--- src/rtl/ham_decoder.sv ---
// ---------------------------------------------------------------------------
// ham_decoder -- registered Hamming(7,4) single-error-correcting decoder.
//
// Takes a 7-bit received codeword, computes the 3-bit syndrome, optionally
// flips the indicated position, and registers the 4 data bits plus status
// flags. One cycle of latency, one word per cycle, no backpressure.
//
// Codeword position map (e[k-1] = position k):
//   pos1=p1 pos2=p2 pos3=d1 pos4=p3 pos5=d2 pos6=d3 pos7=d4 (even parity)
//
// Parameters:
//   CORRECT    1 = flip the bit named by a nonzero syndrome,
//              0 = detect only (data passed through, flags still valid)
//
// Optional build macro:
//   HAM_DEC_SECDED_EN  adds an overall parity input (e_par) and a
//                      double-error flag (dbl_err) for SECDED operation.
//
// Ports:
//   clk        in   system clock, rising edge
//   rst_n      in   synchronous active-low reset
//   in_valid   in   e is valid this cycle
//   e[6:0]     in   received codeword
//   e_par      in   overall even parity over e      (SECDED build only)
//   out_valid  out  one-cycle pulse per accepted word
//   p[3:0]     out  corrected data {d4,d3,d2,d1}
//   syndrome   out  {s4,s2,s1}; value = erroneous position, 0 = clean
//   err        out  single error detected/corrected
//   dbl_err    out  double error detected           (SECDED build only)
// ---------------------------------------------------------------------------
module ham_decoder #(
  parameter bit CORRECT = 1'b1
) (
  input  logic       clk,
  input  logic       rst_n,
  input  logic       in_valid,
  input  logic [6:0] e,
`ifdef HAM_DEC_SECDED_EN
  input  logic       e_par,
  output logic       dbl_err,
`endif
  output logic       out_valid,
  output logic [3:0] p,
  output logic [2:0] syndrome,
  output logic       err
);

  // Syndrome {s4,s2,s1}: each bit is the even-parity check over the
  // positions whose index has that bit set.
  function automatic logic [2:0] calc_syndrome(input logic [6:0] cw);
    logic s1;
    logic s2;
    logic s4;
    s1 = cw[0] ^ cw[2] ^ cw[4] ^ cw[6];
    s2 = cw[1] ^ cw[2] ^ cw[5] ^ cw[6];
    s4 = cw[3] ^ cw[4] ^ cw[5] ^ cw[6];
    return {s4, s2, s1};
  endfunction

  // One-hot flip mask for the position named by the syndrome.
  function automatic logic [6:0] flip_mask(input logic [2:0] s);
    logic [6:0] m;
    case (s)
      3'd1:    m = 7'b000_0001;
      3'd2:    m = 7'b000_0010;
      3'd3:    m = 7'b000_0100;
      3'd4:    m = 7'b000_1000;
      3'd5:    m = 7'b001_0000;
      3'd6:    m = 7'b010_0000;
      3'd7:    m = 7'b100_0000;
      default: m = 7'b000_0000;
    endcase
    return m;
  endfunction

  // Data bits live at positions 7,6,5,3.
  function automatic logic [3:0] extract_data(input logic [6:0] cw);
    return {cw[6], cw[5], cw[4], cw[2]};
  endfunction

  logic [2:0] syn_s;
  logic [6:0] fixed_s;
  logic       err_s;
`ifdef HAM_DEC_SECDED_EN
  logic       dbl_s;
  logic       q_s;
`endif

  // Decode: syndrome, error classification and (optional) correction.
  always_comb begin
    syn_s   = calc_syndrome(e);
    fixed_s = e;
    err_s   = 1'b0;
`ifdef HAM_DEC_SECDED_EN
    dbl_s   = 1'b0;
    q_s     = (^e) ^ e_par;
    if (q_s) begin
      // Odd overall parity: a single error, either in e or in e_par alone.
      // A zero syndrome yields an all-zero mask, so data stays unchanged.
      err_s = 1'b1;
      if (CORRECT) begin
        fixed_s = e ^ flip_mask(syn_s);
      end else begin
        fixed_s = e;
      end
    end else if (syn_s != 3'd0) begin
      // Even overall parity but nonzero syndrome: two bits flipped, so the
      // syndrome does not point at a real error and nothing is corrected.
      dbl_s = 1'b1;
    end else begin
      dbl_s = 1'b0;
    end
`else
    err_s = (syn_s != 3'd0);
    if (CORRECT) begin
      fixed_s = e ^ flip_mask(syn_s);
    end else begin
      fixed_s = e;
    end
`endif
  end

  // Output registers: load on an accepted word, otherwise hold data/flags.
  always_ff @(posedge clk) begin
    if (!rst_n) begin
      out_valid <= 1'b0;
      p         <= 4'd0;
      syndrome  <= 3'd0;
      err       <= 1'b0;
`ifdef HAM_DEC_SECDED_EN
      dbl_err   <= 1'b0;
`endif
    end else if (in_valid) begin
      out_valid <= 1'b1;
      p         <= extract_data(fixed_s);
      syndrome  <= syn_s;
      err       <= err_s;
`ifdef HAM_DEC_SECDED_EN
      dbl_err   <= dbl_s;
`endif
    end else begin
      out_valid <= 1'b0;
    end
  end

endmodule

--- config.mk ---
export PLATFORM = sky130hd
export DESIGN_NAME = ham_decoder
export DESIGN_NICKNAME = d
export VERILOG_FILES = /design/src/rtl/ham_decoder.sv
export SDC_FILE = /design/constraint.sdc
export NUM_CORES = 1
export LEC_CHECK = 0
export ABC_AREA = 0
export CORE_AREA = 5 5 54 56
export DETAILED_ROUTE_END_ITERATION = 16
export DIE_AREA = 0 0 59 61
export GPL_TIMING_DRIVEN = 0
export REMOVE_ABC_BUFFERS = 1
export SLEW_MARGIN = 0
export SYNTH_ARGS = -nofsm -noshare
export SYNTH_HDL_FRONTEND = slang
export SYNTH_SLANG_ARGS = --single-unit
--- constraint.sdc ---
create_clock -name clk -period 3.6 [get_ports clk]
set_clock_uncertainty 0.15 [all_clocks]
set_input_delay 0.54 -clock clk [delete_from_list [all_inputs] [get_ports clk]]
set_output_delay 0.54 -clock clk [all_outputs]
set_load 0.01 [all_outputs]
## Word-level counts from Yosys, hierarchy flattened

Cells that the tools add are included.
W data, S select, Z words.

| operators by class | value |
|---|---|
| muxes and demuxes | 2 |
| reduce and logical (&&, ||, !) cells | 1 |
| eq/ne operators | 7 |
| bitwise logic cells | 10 |

Operators with widths:

| cell | number |
|---|---|
| $pmux W7 S7 | 1 |
| $eq A3 B3 Y1 const B | 4 |
| $xor A1 B1 Y1 | 9 |
| $xor A7 B7 Y7 | 1 |
| $eq A3 B2 Y1 const B | 2 |
| $eq A3 B1 Y1 const B | 1 |
| $reduce_bool A3 Y1 | 1 |
| $mux W1 | 1 |

| storage, ports and cells | value |
|---|---|
| output and inout bits | 9 |
| flip-flop bits (word level) | 9 |
| input bits | 10 |
| word-level logic and storage cells | 24 |

## Logic depth before layout (Yosys ltp)

| logic depth | value |
|---|---|
| depth in word-level cells | 6 |
| gate-level depth with buffers | 4 |
| mapped depth without buffers | 4 |

## Worst setup path before layout

No wires, ideal clock.

| timing | value |
|---|---|
| path kind | input port to flip-flop |
| start point | input e[5] |
| end point | register p[2] |
| cell stages on the path | 4 |
| path slack | 1.871 ns |
| library setup time | 0.124 ns |
| arrival time | 1.455 ns |
| cell sequence | xnor3_2 > xnor2_4 > o2111a_1 > a211oi_2 |

| on the way | value |
|---|---|
| cells in the longest elaborated chain, start to end | 5 |
| elaborated cells between the ends (all ways) | 13 |
| those cells by class | eq/ne: 7; mux: 1; bitwise: 5 |

RTL lines:

| element | line | source |
|---|---|---|
| start: declaration | 37 | `input logic [6:0] e,` |
| $xor A1 B1 Y1, on equally long branches (2 in a row) | 55, 56 |  |
| $eq A3 B3 Y1 (tied with other cells) | 63 | `case (s)` |
| $pmux W7 S7 | 63 |  |
| $xor A7 B7 Y7 * | 116 | `fixed_s = e ^ flip_mask(syn_s);` |
| end signal: assignment | 135 | `p <= extract_data(fixed_s);` |
| end: declaration | 43 | `output logic [3:0] p,` |

Mark *: on every way between the ends. The rest lies on a longest branch, timed or not.
A chain may end at the register's enable or synchronous reset.

## Final worst setup path

| timing | value |
|---|---|
| start point | input e[6] |
| end point | register p[0] |

| on the way | value |
|---|---|
| cells in the longest elaborated chain, start to end | 4 |
| elaborated cells between the ends (all ways) | 12 |
| those cells by class | eq/ne: 7; mux: 1; bitwise: 4 |

RTL lines:

| element | line |
|---|---|
| $xor A1 B1 Y1, on equally long branches | 54, 55, 56 |
| $eq A3 B3 Y1 (tied with other cells) | 63 |
| $pmux W7 S7 * | 63 |
| $xor A7 B7 Y7 * | 116 |

Marked as above.

==> results.yml <==
floorplan:
  core_area_mm2: 0.002387
  initial_core_util: 0.2379
  io_pins: 19
  die_y_um: 61
  die_width_um: 59
  dieArea_mm2: 0.003599
  row_count: 18
cts:
  root_buffer: "clkbuf_4"
  clkTransAtPathRegs_ns: 0.06
  ctsHtreeMaxLevel: 1
  cts_made_buffers: 3
  clock_path_buffers: 2
  clkLatencyLatePin_ns: 0.25
  postCtsHoldBufs: 0
  post_cts_buffers: 0
  cts-resized-gates: 0
  cts.sinks: 9
  cts_tree: "done"
power_and_ir_drop:
  ir_drop_v: 0.0001863
  p_leak_nw: 0.2950
  power.density_mw_per_mm2: 353.0
logic_synthesis:
  synth_seq_cells: 9
  synth-edff-count: 0
  yosysWarnings: 0
  synth.distinct_cells: 24
  synth_seq_area_share: 0.3172
  yosys_most_used_dff: "dfxtp_1"
  syn_area_um2: 568.0
  synthCells: 61
  avgSynthCellArea_um2: 9.312
  synth_async_sr_flop_share: 0
worst_setup_path:
  cp.arrival_ns: 2.25
  r2r-end: "p[2]"
  r2r_slack_ns: 2.79
  crit_fanout: 6
  worst-setup-path-type: "in -> reg"
  cp_data_required_time_ns: 3.59
  reg2reg_from: "p[2]"
  start_kind: "primary input"
  reg2regPathDepth: 2
  crit_path_end_kind: "register"
global_routing:
  grt_pass1_wl_mm: 2.021
  grt-ovfl-total: 0
  grt_pass1_vias: 486
  antenna_found_initial: 0
  track_usage: 0.07584
  grt_start_max_net_pins: 21
placed_design:
  gp_congestion: 0.8077
  io_buffers: 18
  dp.final_hpwl_um: 911.2
timing:
  max_freq_mhz: 442.3
  period_minus_slack_ns: 2.261
  finalMaxSlewViolations: 0
  whs_ns: 0.3184
  worst_pin_slew_ns: 0.5375
  slew_headroom: 0.6406
  hold_viol: 0
  post-route-period-util: 0.6280
  tns_ns: 0
  rsz0062_at_grt: "no"
  finalSetupViolCount: 0
cells_and_area:
  drive_gt1_frac: 0.1235
  final_core_util: 0.3370
  final_cell_mix: "clkdlybuf4s50_1 (18), dfxtp_1 (9), o21ai_0 (6), nand3_1 (6)"
  syn_to_final_growth_pct: 41.63
  nets: 92
  final_common_cell: "clkdlybuf4s50_1"
  num_antenna_cells: 0
route:
  num_vias: 491
  drt_iter0_markers: 4
  viasPerCell: 4.423
  ant_nets: 0
  dr.pass1.iters: 2
  drcViolationCount: 0
  wirelength_mm: 1.155
  wl_per_cell_um: 10.41
run_status:
  status: "completed"
worst_hold_path:
  hp-start: "syndrome[2]"
  hold_path_depth: 2
  min_path_type: "reg -> reg"
  min_to: "syndrome[2]"
flow_run:
  cap_viol_max_count: 0
==> how the worst max path moves through the flow <==
stage,from,end,slack (ns),depth (start not counted)
after floorplan,e[5],p[2],1.87,4
after global placement,e[6],p[0],1.06,5
after detailed placement,e[6],p[0],1.08,5
after CTS,e[6],p[0],1.35,5
after global routing,e[6],p[0],1.15,5
final,e[6],p[0],1.34,5
==> where the power goes <==
part	switching (mW)	internal (mW)
sequential	0.00359	0.109
clock	0.0323	0.0425
combinational	0.0468	0.0502
total	0.0827	0.201
==> synth_stat cells, types with 2 or more instances <==
master,count,area share
a211oi_2,3,0.066
a21o_1,2,0.026
a21oi_1,3,0.026
clkbuf_1,2,0.013
dfxtp_1,9,0.32
nand2_1,4,0.026
nand3_1,6,0.053
nor2b_1,2,0.022
nor3_1,4,0.035
o2111a_1,2,0.040
o21ai_0,6,0.053
o21ai_1,2,0.018
xnor2_1,4,0.062
xor2_1,2,0.031
==> worst max-delay path, cell delays in order <==
cell and delay (ns):
clkdlybuf4s50_1 0.58, xnor2_1 0.47, nand3_1 0.24, a211oi_1 0.34, a211oi_2 0.07
==> registers in the layout, indices dropped and copies added (netlist names) <==
register	flops
syndrome	3
out_valid	1
err	1
p	4
==> layer usage <==
metal,wire (um),up-vias,track usage,share of wire
met2,505,15,0.1167,0.44
li1,-,265,-,-
met4,0,0,0.01942,0
met1,536,211,0.08535,0.46
met3,114,0,0.05319,0.099
met5,0,-,0,0
==> metrics by stage <==
| step | setup slack [ns] | total power, mW | instance area, um2 | cells |
|---|---|---|---|---|
| 2_1_floorplan | 1.871 | 0.1703 | 560.5 | 59 |
| 6_report | 1.339 | 0.2840 | 804.5 | 111 |
| 5_1_grt | 1.150 | 0.3065 | 804.5 | 111 |
| 3_5_place_dp | 1.084 | 0.2120 | 778.2 | 107 |
| 3_3_place_gp | 1.056 | 0.2119 | 778.2 | 107 |
| 4_1_cts | 1.347 | 0.2908 | 804.5 | 111 |
==> cells by family after synthesis <==
family,count (synthesis),synth area share
AOI/OAI and AO/OA,22,0.2842
xor gates and xnor gates,9,0.2115
buffers and inverters,2,0.01322
DFF,9,0.3172
and+or+nand+nor,19,0.1740
==> cell type report <==
| cell class | instances | area, um2 |
|---|---|---|
| sequential | 9 | 180.2 |
| multi-input combinational | 50 | 380.4 |
| fill | 273 | 1583 |
| clock buffer | 4 | 26.28 |
| timing repair buffer | 18 | 180.2 |
| tap | 30 | 37.54 |
Note: power is estimated with default switching activity, not from simulation.
